--- src/rtl/axi4_lite_slave_regfile_pkg.sv ---
// Purpose: shared AXI4-Lite response codes and FSM state encodings for the register-file slave.
// Latency: n/a (constants and types only).
// Backpressure: n/a.
package axi4_lite_pkg;

    typedef logic [1:0] resp_t;

    localparam resp_t RESP_OKAY   = 2'b00;
    localparam resp_t RESP_SLVERR = 2'b10;
    localparam resp_t RESP_DECERR = 2'b11;

    // Write channel FSM
    localparam logic [0:0] W_IDLE = 1'b0;
    localparam logic [0:0] W_RESP = 1'b1;

    // Read channel FSM
    localparam logic [0:0] R_IDLE = 1'b0;
    localparam logic [0:0] R_DATA = 1'b1;

endpackage

--- src/rtl/axi4_lite_slave_regfile_if.sv ---
// Purpose: AXI4-Lite bundle (AW, W, B, AR, R channels) with master and slave views.
// Latency: n/a (wires only).
// Backpressure: every channel carries its own VALID/READY pair.
interface axi4_lite_if #(
    parameter int ADDR_WIDTH = 8,
    parameter int DATA_WIDTH = 32
) ();
    import axi4_lite_pkg::*;

    localparam int STRB_WIDTH = DATA_WIDTH / 8;

    logic                  awvalid;
    logic                  awready;
    logic [ADDR_WIDTH-1:0] awaddr;
    logic [2:0]            awprot;

    logic                  wvalid;
    logic                  wready;
    logic [DATA_WIDTH-1:0] wdata;
    logic [STRB_WIDTH-1:0] wstrb;

    logic                  bvalid;
    logic                  bready;
    resp_t                 bresp;

    logic                  arvalid;
    logic                  arready;
    logic [ADDR_WIDTH-1:0] araddr;
    logic [2:0]            arprot;

    logic                  rvalid;
    logic                  rready;
    logic [DATA_WIDTH-1:0] rdata;
    resp_t                 rresp;

    modport slave (
        input  awvalid, awaddr, awprot, wvalid, wdata, wstrb, bready,
               arvalid, araddr, arprot, rready,
        output awready, wready, bvalid, bresp, arready, rvalid, rdata, rresp
    );

    modport master (
        output awvalid, awaddr, awprot, wvalid, wdata, wstrb, bready,
               arvalid, araddr, arprot, rready,
        input  awready, wready, bvalid, bresp, arready, rvalid, rdata, rresp
    );

endinterface

--- src/rtl/axi4_lite_slave_regfile_strb_merge.sv ---
// Purpose: per-byte merge of an old word with new data under a byte-strobe mask.
// Latency: combinational.
// Backpressure: none.
// Ports: old_i (current word), new_i (write data), strb_i (byte enables), merged_o (result).
module axi4_lite_strb_merge #(
    parameter int DATA_WIDTH = 32
) (
    input  logic [DATA_WIDTH-1:0]   old_i,
    input  logic [DATA_WIDTH-1:0]   new_i,
    input  logic [DATA_WIDTH/8-1:0] strb_i,
    output logic [DATA_WIDTH-1:0]   merged_o
);

    always_comb begin
        merged_o = old_i;
        for (int b = 0; b < DATA_WIDTH / 8; b++) begin
            if (strb_i[b]) begin
                merged_o[8*b +: 8] = new_i[8*b +: 8];
            end
        end
    end

endmodule

--- src/rtl/axi4_lite_slave_regfile.sv ---
// Purpose: AXI4-Lite slave register file with byte-strobe writes, DECERR on unmapped words, parallel export.
// Latency: write response the edge after both AW and W are present; read data one cycle after AR.
// Backpressure: one outstanding write and one outstanding read; B/R held stable until bready/rready.
// Ports: aclk/aresetn, s_axi (AXI4-Lite slave modport), reg_q (all registers, reg i at [i*DATA_WIDTH +: DATA_WIDTH]).
module axi4_lite_slave_regfile
    import axi4_lite_pkg::*;
#(
    parameter  int ADDR_WIDTH = 8,
    parameter  int DATA_WIDTH = 32,
    parameter  int NUM_REGS   = 16,
    localparam int STRB_WIDTH = DATA_WIDTH / 8
) (
    input  logic                           aclk,
    input  logic                           aresetn,
    axi4_lite_if.slave                     s_axi,
    output logic [NUM_REGS*DATA_WIDTH-1:0] reg_q
);

    localparam int OFF   = $clog2(STRB_WIDTH);
    localparam int IDX_W = ADDR_WIDTH - OFF;

    logic [DATA_WIDTH-1:0] regs_q [NUM_REGS];

    // ---------------- write side ----------------
    logic [0:0]            w_state_q, w_state_d;
    logic                  aw_held_q, aw_held_d;
    logic                  w_held_q,  w_held_d;
    logic [ADDR_WIDTH-1:0] awaddr_q,  awaddr_d;
    logic [DATA_WIDTH-1:0] wdata_q,   wdata_d;
    logic [STRB_WIDTH-1:0] wstrb_q,   wstrb_d;
    resp_t                 bresp_q,   bresp_d;

    logic                  aw_hs, w_hs, wr_commit, wr_mapped;
    logic [ADDR_WIDTH-1:0] wr_addr;
    logic [IDX_W-1:0]      wr_idx;
    logic [DATA_WIDTH-1:0] wr_data, wr_old, wr_merged;
    logic [STRB_WIDTH-1:0] wr_strb;

    // Ready is gated by aresetn so it reads 0 while reset is held.
    assign s_axi.awready = aresetn && (w_state_q == W_IDLE) && !aw_held_q;
    assign s_axi.wready  = aresetn && (w_state_q == W_IDLE) && !w_held_q;
    assign s_axi.bvalid  = (w_state_q == W_RESP);
    assign s_axi.bresp   = bresp_q;

    assign aw_hs = s_axi.awvalid && s_axi.awready;
    assign w_hs  = s_axi.wvalid  && s_axi.wready;

    // Take each half from the holding register if already captured, else straight
    // from the bus, so a same-cycle or completing handshake commits on this edge.
    assign wr_addr   = aw_held_q ? awaddr_q : s_axi.awaddr;
    assign wr_data   = w_held_q  ? wdata_q  : s_axi.wdata;
    assign wr_strb   = w_held_q  ? wstrb_q  : s_axi.wstrb;
    assign wr_idx    = wr_addr[ADDR_WIDTH-1:OFF];
    assign wr_mapped = 32'(wr_idx) < NUM_REGS;
    assign wr_commit = (w_state_q == W_IDLE) && (aw_held_q || aw_hs) && (w_held_q || w_hs);

    axi4_lite_strb_merge #(.DATA_WIDTH(DATA_WIDTH)) u_merge (
        .old_i    (wr_old),
        .new_i    (wr_data),
        .strb_i   (wr_strb),
        .merged_o (wr_merged)
    );

    always_comb begin
        w_state_d = w_state_q;
        aw_held_d = aw_held_q;
        w_held_d  = w_held_q;
        awaddr_d  = awaddr_q;
        wdata_d   = wdata_q;
        wstrb_d   = wstrb_q;
        bresp_d   = bresp_q;
        if (w_state_q == W_IDLE) begin
            if (aw_hs) begin
                aw_held_d = 1'b1;
                awaddr_d  = s_axi.awaddr;
            end
            if (w_hs) begin
                w_held_d = 1'b1;
                wdata_d  = s_axi.wdata;
                wstrb_d  = s_axi.wstrb;
            end
            if (wr_commit) begin
                w_state_d = W_RESP;
                bresp_d   = wr_mapped ? RESP_OKAY : RESP_DECERR;
            end
        end else if (s_axi.bready) begin
            w_state_d = W_IDLE;
            aw_held_d = 1'b0;
            w_held_d  = 1'b0;
        end
    end

    always_ff @(posedge aclk or negedge aresetn) begin
        if (!aresetn) begin
            w_state_q <= W_IDLE;
            aw_held_q <= 1'b0;
            w_held_q  <= 1'b0;
            awaddr_q  <= '0;
            wdata_q   <= '0;
            wstrb_q   <= '0;
            bresp_q   <= RESP_OKAY;
        end else begin
            w_state_q <= w_state_d;
            aw_held_q <= aw_held_d;
            w_held_q  <= w_held_d;
            awaddr_q  <= awaddr_d;
            wdata_q   <= wdata_d;
            wstrb_q   <= wstrb_d;
            bresp_q   <= bresp_d;
        end
    end

    // ---------------- read side ----------------
    logic [0:0]            r_state_q;
    resp_t                 rresp_q;
    logic [DATA_WIDTH-1:0] rdata_q;
    logic [IDX_W-1:0]      rd_idx;
    logic                  rd_mapped;
    logic [DATA_WIDTH-1:0] rd_word;

    assign s_axi.arready = aresetn && (r_state_q == R_IDLE);
    assign s_axi.rvalid  = (r_state_q == R_DATA);
    assign s_axi.rdata   = rdata_q;
    assign s_axi.rresp   = rresp_q;

    assign rd_idx    = s_axi.araddr[ADDR_WIDTH-1:OFF];
    assign rd_mapped = 32'(rd_idx) < NUM_REGS;

    // Index muxes; unmapped indices match no entry and yield 0.
    always_comb begin
        wr_old  = '0;
        rd_word = '0;
        for (int i = 0; i < NUM_REGS; i++) begin
            if (wr_idx == IDX_W'(i)) wr_old  = regs_q[i];
            if (rd_idx == IDX_W'(i)) rd_word = regs_q[i];
        end
    end

    // rd_word samples regs_q before this edge's commit lands, so a read accepted
    // on the commit edge returns the pre-write value.
    always_ff @(posedge aclk or negedge aresetn) begin
        if (!aresetn) begin
            r_state_q <= R_IDLE;
            rdata_q   <= '0;
            rresp_q   <= RESP_OKAY;
        end else if (r_state_q == R_IDLE) begin
            if (s_axi.arvalid) begin
                r_state_q <= R_DATA;
                rdata_q   <= rd_mapped ? rd_word : '0;
                rresp_q   <= rd_mapped ? RESP_OKAY : RESP_DECERR;
            end
        end else if (s_axi.rready) begin
            r_state_q <= R_IDLE;
        end
    end

    // ---------------- register storage ----------------
    always_ff @(posedge aclk or negedge aresetn) begin
        if (!aresetn) begin
            for (int i = 0; i < NUM_REGS; i++) regs_q[i] <= '0;
        end else if (wr_commit && wr_mapped) begin
            for (int i = 0; i < NUM_REGS; i++) begin
                if (wr_idx == IDX_W'(i)) regs_q[i] <= wr_merged;
            end
        end
    end

    for (genvar g = 0; g < NUM_REGS; g++) begin : g_export
        assign reg_q[g*DATA_WIDTH +: DATA_WIDTH] = regs_q[g];
    end

    // Protection bits and sub-word address bits carry no meaning here.
    logic unused_bits;
    assign unused_bits = ^{s_axi.awprot, s_axi.arprot, wr_addr[OFF-1:0], s_axi.araddr[OFF-1:0]};

endmodule
--- src/flat_wrapper.sv ---
// flat-port wrapper written by rule: the top's interface ports become plain ports
module axi4_lite_slave_regfile_flat import axi4_lite_pkg::*;
#(
    parameter  int ADDR_WIDTH = 8,
    parameter  int DATA_WIDTH = 32,
    parameter  int NUM_REGS   = 16,
    localparam int STRB_WIDTH = DATA_WIDTH / 8
)
  (aclk, aresetn, reg_q, s_axi_awvalid, s_axi_awaddr, s_axi_awprot, s_axi_wvalid, s_axi_wdata, s_axi_wstrb, s_axi_bready, s_axi_arvalid, s_axi_araddr, s_axi_arprot, s_axi_rready, s_axi_awready, s_axi_wready, s_axi_bvalid, s_axi_bresp, s_axi_arready, s_axi_rvalid, s_axi_rdata, s_axi_rresp);
  axi4_lite_if #(.ADDR_WIDTH(ADDR_WIDTH), .DATA_WIDTH(DATA_WIDTH)) s_axi_i ();
  input  logic aclk;
  input  logic aresetn;
  output logic [NUM_REGS*DATA_WIDTH-1:0] reg_q;
  input wire logic [$bits(s_axi_i.awvalid)-1:0] s_axi_awvalid;
  input wire logic [$bits(s_axi_i.awaddr)-1:0] s_axi_awaddr;
  input wire logic [$bits(s_axi_i.awprot)-1:0] s_axi_awprot;
  input wire logic [$bits(s_axi_i.wvalid)-1:0] s_axi_wvalid;
  input wire logic [$bits(s_axi_i.wdata)-1:0] s_axi_wdata;
  input wire logic [$bits(s_axi_i.wstrb)-1:0] s_axi_wstrb;
  input wire logic [$bits(s_axi_i.bready)-1:0] s_axi_bready;
  input wire logic [$bits(s_axi_i.arvalid)-1:0] s_axi_arvalid;
  input wire logic [$bits(s_axi_i.araddr)-1:0] s_axi_araddr;
  input wire logic [$bits(s_axi_i.arprot)-1:0] s_axi_arprot;
  input wire logic [$bits(s_axi_i.rready)-1:0] s_axi_rready;
  output wire logic [$bits(s_axi_i.awready)-1:0] s_axi_awready;
  output wire logic [$bits(s_axi_i.wready)-1:0] s_axi_wready;
  output wire logic [$bits(s_axi_i.bvalid)-1:0] s_axi_bvalid;
  output wire logic [$bits(s_axi_i.bresp)-1:0] s_axi_bresp;
  output wire logic [$bits(s_axi_i.arready)-1:0] s_axi_arready;
  output wire logic [$bits(s_axi_i.rvalid)-1:0] s_axi_rvalid;
  output wire logic [$bits(s_axi_i.rdata)-1:0] s_axi_rdata;
  output wire logic [$bits(s_axi_i.rresp)-1:0] s_axi_rresp;
  assign s_axi_i.awvalid = s_axi_awvalid;
  assign s_axi_i.awaddr = s_axi_awaddr;
  assign s_axi_i.awprot = s_axi_awprot;
  assign s_axi_i.wvalid = s_axi_wvalid;
  assign s_axi_i.wdata = s_axi_wdata;
  assign s_axi_i.wstrb = s_axi_wstrb;
  assign s_axi_i.bready = s_axi_bready;
  assign s_axi_i.arvalid = s_axi_arvalid;
  assign s_axi_i.araddr = s_axi_araddr;
  assign s_axi_i.arprot = s_axi_arprot;
  assign s_axi_i.rready = s_axi_rready;
  assign s_axi_awready = s_axi_i.awready;
  assign s_axi_wready = s_axi_i.wready;
  assign s_axi_bvalid = s_axi_i.bvalid;
  assign s_axi_bresp = s_axi_i.bresp;
  assign s_axi_arready = s_axi_i.arready;
  assign s_axi_rvalid = s_axi_i.rvalid;
  assign s_axi_rdata = s_axi_i.rdata;
  assign s_axi_rresp = s_axi_i.rresp;
  axi4_lite_slave_regfile #(.ADDR_WIDTH(ADDR_WIDTH), .DATA_WIDTH(DATA_WIDTH), .NUM_REGS(NUM_REGS)) u_core (.aclk(aclk), .aresetn(aresetn), .s_axi(s_axi_i), .reg_q(reg_q));
endmodule
--- config.mk ---
export PLATFORM = sky130hd
export DESIGN_NAME = axi4_lite_slave_regfile_flat
export DESIGN_NICKNAME = d
export VERILOG_FILES = /design/src/rtl/axi4_lite_slave_regfile_pkg.sv /design/src/rtl/axi4_lite_slave_regfile_if.sv /design/src/rtl/axi4_lite_slave_regfile_strb_merge.sv /design/src/rtl/axi4_lite_slave_regfile.sv /design/src/flat_wrapper.sv
export SDC_FILE = /design/constraint.sdc
export NUM_CORES = 2
export LEC_CHECK = 0
export ABC_AREA = 1
export BUFFER_PORTS_ARGS = -buffer_cell sky130_fd_sc_hd__buf_4
export CAP_MARGIN = 20
export CORE_MARGIN = 4
export CORE_UTILIZATION = 57
export DETAILED_ROUTE_END_ITERATION = 7
export GPL_ROUTABILITY_DRIVEN = 0
export GPL_TIMING_DRIVEN = 0
export PLACE_DENSITY = 0.85
export SETUP_SLACK_MARGIN = 0.5
export SLEW_MARGIN = 5
export SYNTH_ARGS = -nofsm -noshare
export SYNTH_HDL_FRONTEND = slang
export SYNTH_SLANG_ARGS = --single-unit
--- constraint.sdc ---
create_clock -name aclk -period 3.54 [get_ports aclk]
set_clock_uncertainty 0.05 [all_clocks]
set_input_delay 0.177 -clock aclk [delete_from_list [all_inputs] [get_ports aclk]]
set_output_delay 0.177 -clock aclk [all_outputs]
set_load 0.02 [all_outputs]
==> results of run 1 <==
[cells by family after synthesis]
family / count (synthesis)
AND/OR/NAND/NOR: 2944
buffers and inverters: 688
flip-flops: 592
AO/OA/AOI/OAI: 637
[routing by layer]
| layer | overflow | GRT usage (%) |
|---|---|---|
| met1 | 25 | 83.5 |
| met3 | 28 | 80.6 |
| met2 | 148 | 95.6 |
| met5 | 6 | 56.8 |
| met4 | 118 | 82.4 |
[metrics by stage]
stage / std cells / utilization (%)
3_3_place_gp: 6233 / 67.0
3_5_place_dp: 6238 / 67.3
2_1_floorplan: 4861 / -
4_1_cts: 6579 / 81.2
[cells in the mapped netlist (all sizes together), types with 21 or more instances]
library cell and instances:
a21oi 169, a31oi 21, buf 120, clkbuf 188
dfrtp 592, inv 375, nand2 2450, nand3 242
nand4 38, nor2 158, o211ai 58, o21ai 327
or2 54
[repair_timing]
| action | 4_1_cts |
|---|---|
| buffers inserted | 137 |
| hold buffers | 54 |
| endpoints found under the hold margin | 163 |
| setup endpoints to repair | 543 |
| resized for setup | 876 |
| pin swaps | 178 |
| cloned | 40 |
==> flow_metrics.env, run 1 <==
export IMPL_status="did not finish"
export IMPL_lastStage="global routing"
export IMPL_error_message="[ERROR GRT-0232] Routing congestion too high. Check the congestion heatmap in the GUI."
export IMPL_synth_largest_area_cell="dfrtp_1"
export IMPL_io_pins=618
export IMPL_die_y_um=249
export IMPL_cts_sinks=592
export IMPL_synthSimpleGateAreaFrac_pct=35.6
export IMPL_dpl_cell_area_um2=38700
export IMPL_synth_mux_area_share_pct=0
export IMPL_synth_seq_area_share_pct=44.8
export IMPL_place_hpwl_um=126000
export IMPL_crit_endpoint="u_core.reg_q[132]$_DFFE_PN0P_/D"
export IMPL_syn_inst=4861
export IMPL_root_buffer="clkbuf_16"
export IMPL_synth_avg_cell_area_um2=6.81
export IMPL_synth_compound_area_share_pct=10.8
export IMPL_synth_edff_count=0
export IMPL_syn_cell_area_um2=33100
export IMPL_worstEndpointType="sequential cell input"
export IMPL_netlist_area_leader_share_pct=44.8
export IMPL_synth_top_family_by_area="simple AND/OR/NAND/NOR gates"
export IMPL_port_buffer_count=607
export IMPL_row_count=88
export IMPL_die_w_um=249
export IMPL_grt_start_max_net_pins=119
export IMPL_clockBufferDepth=3
export IMPL_synth_async_reset_ratio_pct=100
export IMPL_synth_seq_cells=592
export IMPL_yosys_top_cells_area="dfrtp_1 45%, nand2_1 27%, o21ai_0 4.6%"
export IMPL_initial_core_util_pct=57.5
export IMPL_ys_warn_count=0
export IMPL_overflow=325
export IMPL_synthesis_nets=4926
export IMPL_synthFlopType="dfrtp_1"
export IMPL_grt_use_total_pct=85.4
export IMPL_ys_types=39
export IMPL_synthXorXnorAreaFrac_pct=0
export IMPL_synth_adder_area_share_pct=0
export IMPL_place_ws_ns=-0.897
export IMPL_htreeDepth=2
export IMPL_numCtsBuffers=61
==> run 2: changes to the inputs <==
--- a/config.mk
+++ b/config.mk
@@ -9,12 +9,11 @@
 export BUFFER_PORTS_ARGS = -buffer_cell sky130_fd_sc_hd__buf_4
 export CAP_MARGIN = 20
 export CORE_MARGIN = 4
-export CORE_UTILIZATION = 57
+export CORE_UTILIZATION = 40
 export DETAILED_ROUTE_END_ITERATION = 7
 export GPL_ROUTABILITY_DRIVEN = 0
 export GPL_TIMING_DRIVEN = 0
-export PLACE_DENSITY = 0.85
-export SETUP_SLACK_MARGIN = 0.5
+export PLACE_DENSITY_LB_ADDON = 0.15
 export SLEW_MARGIN = 5
 export SYNTH_ARGS = -nofsm -noshare
 export SYNTH_HDL_FRONTEND = slang
==> run 2 against run 1 <==
Net effect: the flow now finishes, with violations (design-rule violations, negative setup slack); area after synthesis unchanged; synthesized cell count unchanged.
==> flow_metrics.env, run 2 <==
export IMPL_status="finished with violations"
export IMPL_violations="design-rule violations, negative setup slack"
export IMPL_cts_sinks=592
export IMPL_max_freq_mhz=256
export IMPL_drc_errors=23
export IMPL_synth_seq_area_share_pct=44.8
export IMPL_synth_largest_area_cell="dfrtp_1"
export IMPL_grt_use_total_pct=44.8
export IMPL_power_density_nw_per_um2=914
export IMPL_netlist_area_leader_share_pct=44.8
export IMPL_nNetsFinal=5802
export IMPL_synth_most_common_cell="nand2_1"
export IMPL_worstSetupEndpointType="register"
export IMPL_syn_inst=4861
export IMPL_slowest_delay_ns=0.50
export IMPL_synth_seq_cells=592
export IMPL_setup_slack_ns=-0.367
export IMPL_critPathSlowestCell="o21ai_0"
export IMPL_synth_edff_count=0
export IMPL_overflow=0
export IMPL_hold_viol_final=0
export IMPL_route_met3_wl_um=34500
export IMPL_cts_tree="built"
export IMPL_period_minus_slack_ns=3.91
export IMPL_cp_cell_sequence="buf_4 -> inv_1 -> nand2_1 -> nor2_1 -> nand2_1 -> clkbuf_2 -> clkbuf_2 -> o21ai_0 -> o211ai_1 -> a21oi_1 -> nand2_1 -> o21ai_0 -> o2111ai_1 -> o21ai_0 -> nand3_1 -> a21oi_1 -> nand3_1 -> nand3_1 -> nand2_1"
export IMPL_crit_path_frequent_cell="nand2_1"
export IMPL_ys_warn_count=0
export IMPL_rrSetupSlack_ns=-0.29
export IMPL_largest_reg_flops=512
export IMPL_io_pins=618
export IMPL_final_cell_mix="2073 x nand2_1, 662 x buf_4, 592 x dfrtp_1"
export IMPL_wl_per_cell_um=29.9
export IMPL_worst_pin_slew_ns=1.23
export IMPL_multi_input_area_um2=18200
export IMPL_ff2ff_path_depth=29
export IMPL_crit_buf_inv=4
export IMPL_ir_worst_vdd_mv=0.719
export IMPL_row_count=105
export IMPL_cpLargestDelayFamily="compound AO/OA/AOI/OAI gates"
export IMPL_synthesis_nets=4926
export IMPL_clk_pin_slew_worst_paths_ns=0.06
export IMPL_wl_met1_um=69200
export IMPL_die_area_um2=87400
export IMPL_r2r_start="u_core.aw_held_q"
export IMPL_num_vias=40889
export IMPL_htreeDepth=3
export IMPL_n_fill_cell=7684
export IMPL_die_w_um=296
export IMPL_die_y_um=296
export IMPL_cp_start_kind="input pin"
export IMPL_yosys_top_cells_area="dfrtp_1 45%, nand2_1 27%, o21ai_0 4.6%"
export IMPL_coreArea_um2=82000
export IMPL_whs_ns=0.190
export IMPL_root_buffer="clkbuf_16"
export IMPL_clock_latency_ns=0.64
export IMPL_power_leakage_nw=25.5
export IMPL_grt_pass1_vias=36698
export IMPL_first_pass_iters=8
export IMPL_synthTopCellsByCount="2410 x nand2_1, 592 x dfrtp_1, 363 x inv_1"
export IMPL_max_slew_margin_pct=17.1
export IMPL_drt_initial_drc_count=6957
export IMPL_grt_pass1_wl_um=277000
export IMPL_arrival_ns=4.38
export IMPL_crit_fanout=10
export IMPL_numCtsBuffers=71
export IMPL_regArea_um2=14800
export IMPL_total_power_mw=43.6
export IMPL_synthFlopType="dfrtp_1"
export IMPL_finalSetupViolCount=488
export IMPL_period_share_pct=110
export IMPL_required_ns=4.01
export IMPL_place_ws_ns=-1.34
export IMPL_syn_cell_area_um2=33100
export IMPL_postRouteAntennaNets=0
export IMPL_place_hpwl_um=142000
export IMPL_top_layer="met5"
export IMPL_port_buffer_count=607
export IMPL_drive_gt1_share_pct=28.2
export IMPL_min_path_type="in2async"
export IMPL_final_common_cell="nand2_1"
export IMPL_wl_met2_um=80200
export IMPL_r2r_end="u_core.reg_q[199]"
export IMPL_initial_core_util_pct=40.4
export IMPL_synth_async_reset_ratio_pct=100
export IMPL_ys_types=39
export IMPL_synth_avg_cell_area_um2=6.81
export IMPL_path_class="in2reg"
export IMPL_cap_violations=0
export IMPL_rsz0062_at_grt="yes"
export IMPL_area_growth_synth_to_final_pct=44.0
export IMPL_grt_start_max_net_pins=109
export IMPL_maxSlewViolCount=0
export IMPL_clockBufferDepth=3
export IMPL_antenna_found_initial=7
export IMPL_routed_wl_um=205000
export IMPL_routed_via_density=5.96
## run 2: cell counts after synthesis
No cell type changed its count.
## run 2: worst max path at each step
stage                     startpoint                     to  cells after the start
finish               s_axi_araddr[6]  u_core.s_axi.rdata[8]                     19
global route        u_core.aw_held_q      u_core.reg_q[199]                     29
CTS                 u_core.aw_held_q      u_core.reg_q[259]                     30
detailed placement           aresetn      u_core.reg_q[152]                     15
global placement             aresetn      u_core.reg_q[152]                     14
floorplan           u_core.aw_held_q       u_core.reg_q[32]                     13
## run 2: report_power, final
group | internal [mW] | switching [mW] | leakage (nW)
sequential | 7.99 | 1.89 | 8.11
clock | 4.48 | 3.16 | 1.15
combinational | 9.07 | 17.0 | 16.2
total | 21.5 | 22.0 | 25.5
## run 2: per-layer routing
layer  track usage (%)  vias to the layer above
li1                  -                    17002
met1              55.1                    19212
met2              62.5                     3709
met3              19.8                      960
met4              32.2                        6
met5                 0                        -
## run 2: kinds of logic after synthesis
| family | share of synthesized area (%) |
|---|---|
| and+or+nand+nor | 35.6 |
| buffers and inverters | 8.75 |
| AOI/OAI and AO/OA | 10.8 |
| DFF | 44.8 |
## run 2: tightest hold or removal path: cells and delay by family
kind | cells | cell delay, ns
buffers and inverters | 3 | 1.13
## run 2: metrics by stage
step / std cells / util [%] / setup TNS, ns / cell area, um2
after floorplan: 4861 / - / 0 / 33100
after global placement: 6538 / 47.6 / -6189.53 / 39000
after detailed placement: 6543 / 47.7 / -480.77 / 39100
after CTS: 6832 / 55.9 / -1.26 / 45800
after global routing: 6853 / 58.1 / -76.60 / 47600
final: 6862 / 58.1 / -54.20 / 47700
## run 2: layout make-up
type	count	share of cell area (%)
flip-flops and latches	592	31.1
clock buffers	98	4.32
inverters	380	3.02
well taps	1070	2.81
plain buffers	303	4.07
multi-input cells	3582	38.3
diodes	9	0.0473
clock inverters	21	0.567
repair buffers	807	15.8
## run 2: repair_timing
action,in CTS,in global routing
cloned,34,8
endpoints found under the hold margin,192,0
gates resized for setup,559,450
hold buffers,52,0
setup endpoints to repair,531,539
pin swaps,135,193
setup buffers,84,15
No activity file was read; power rests on OpenSTA's default activity.
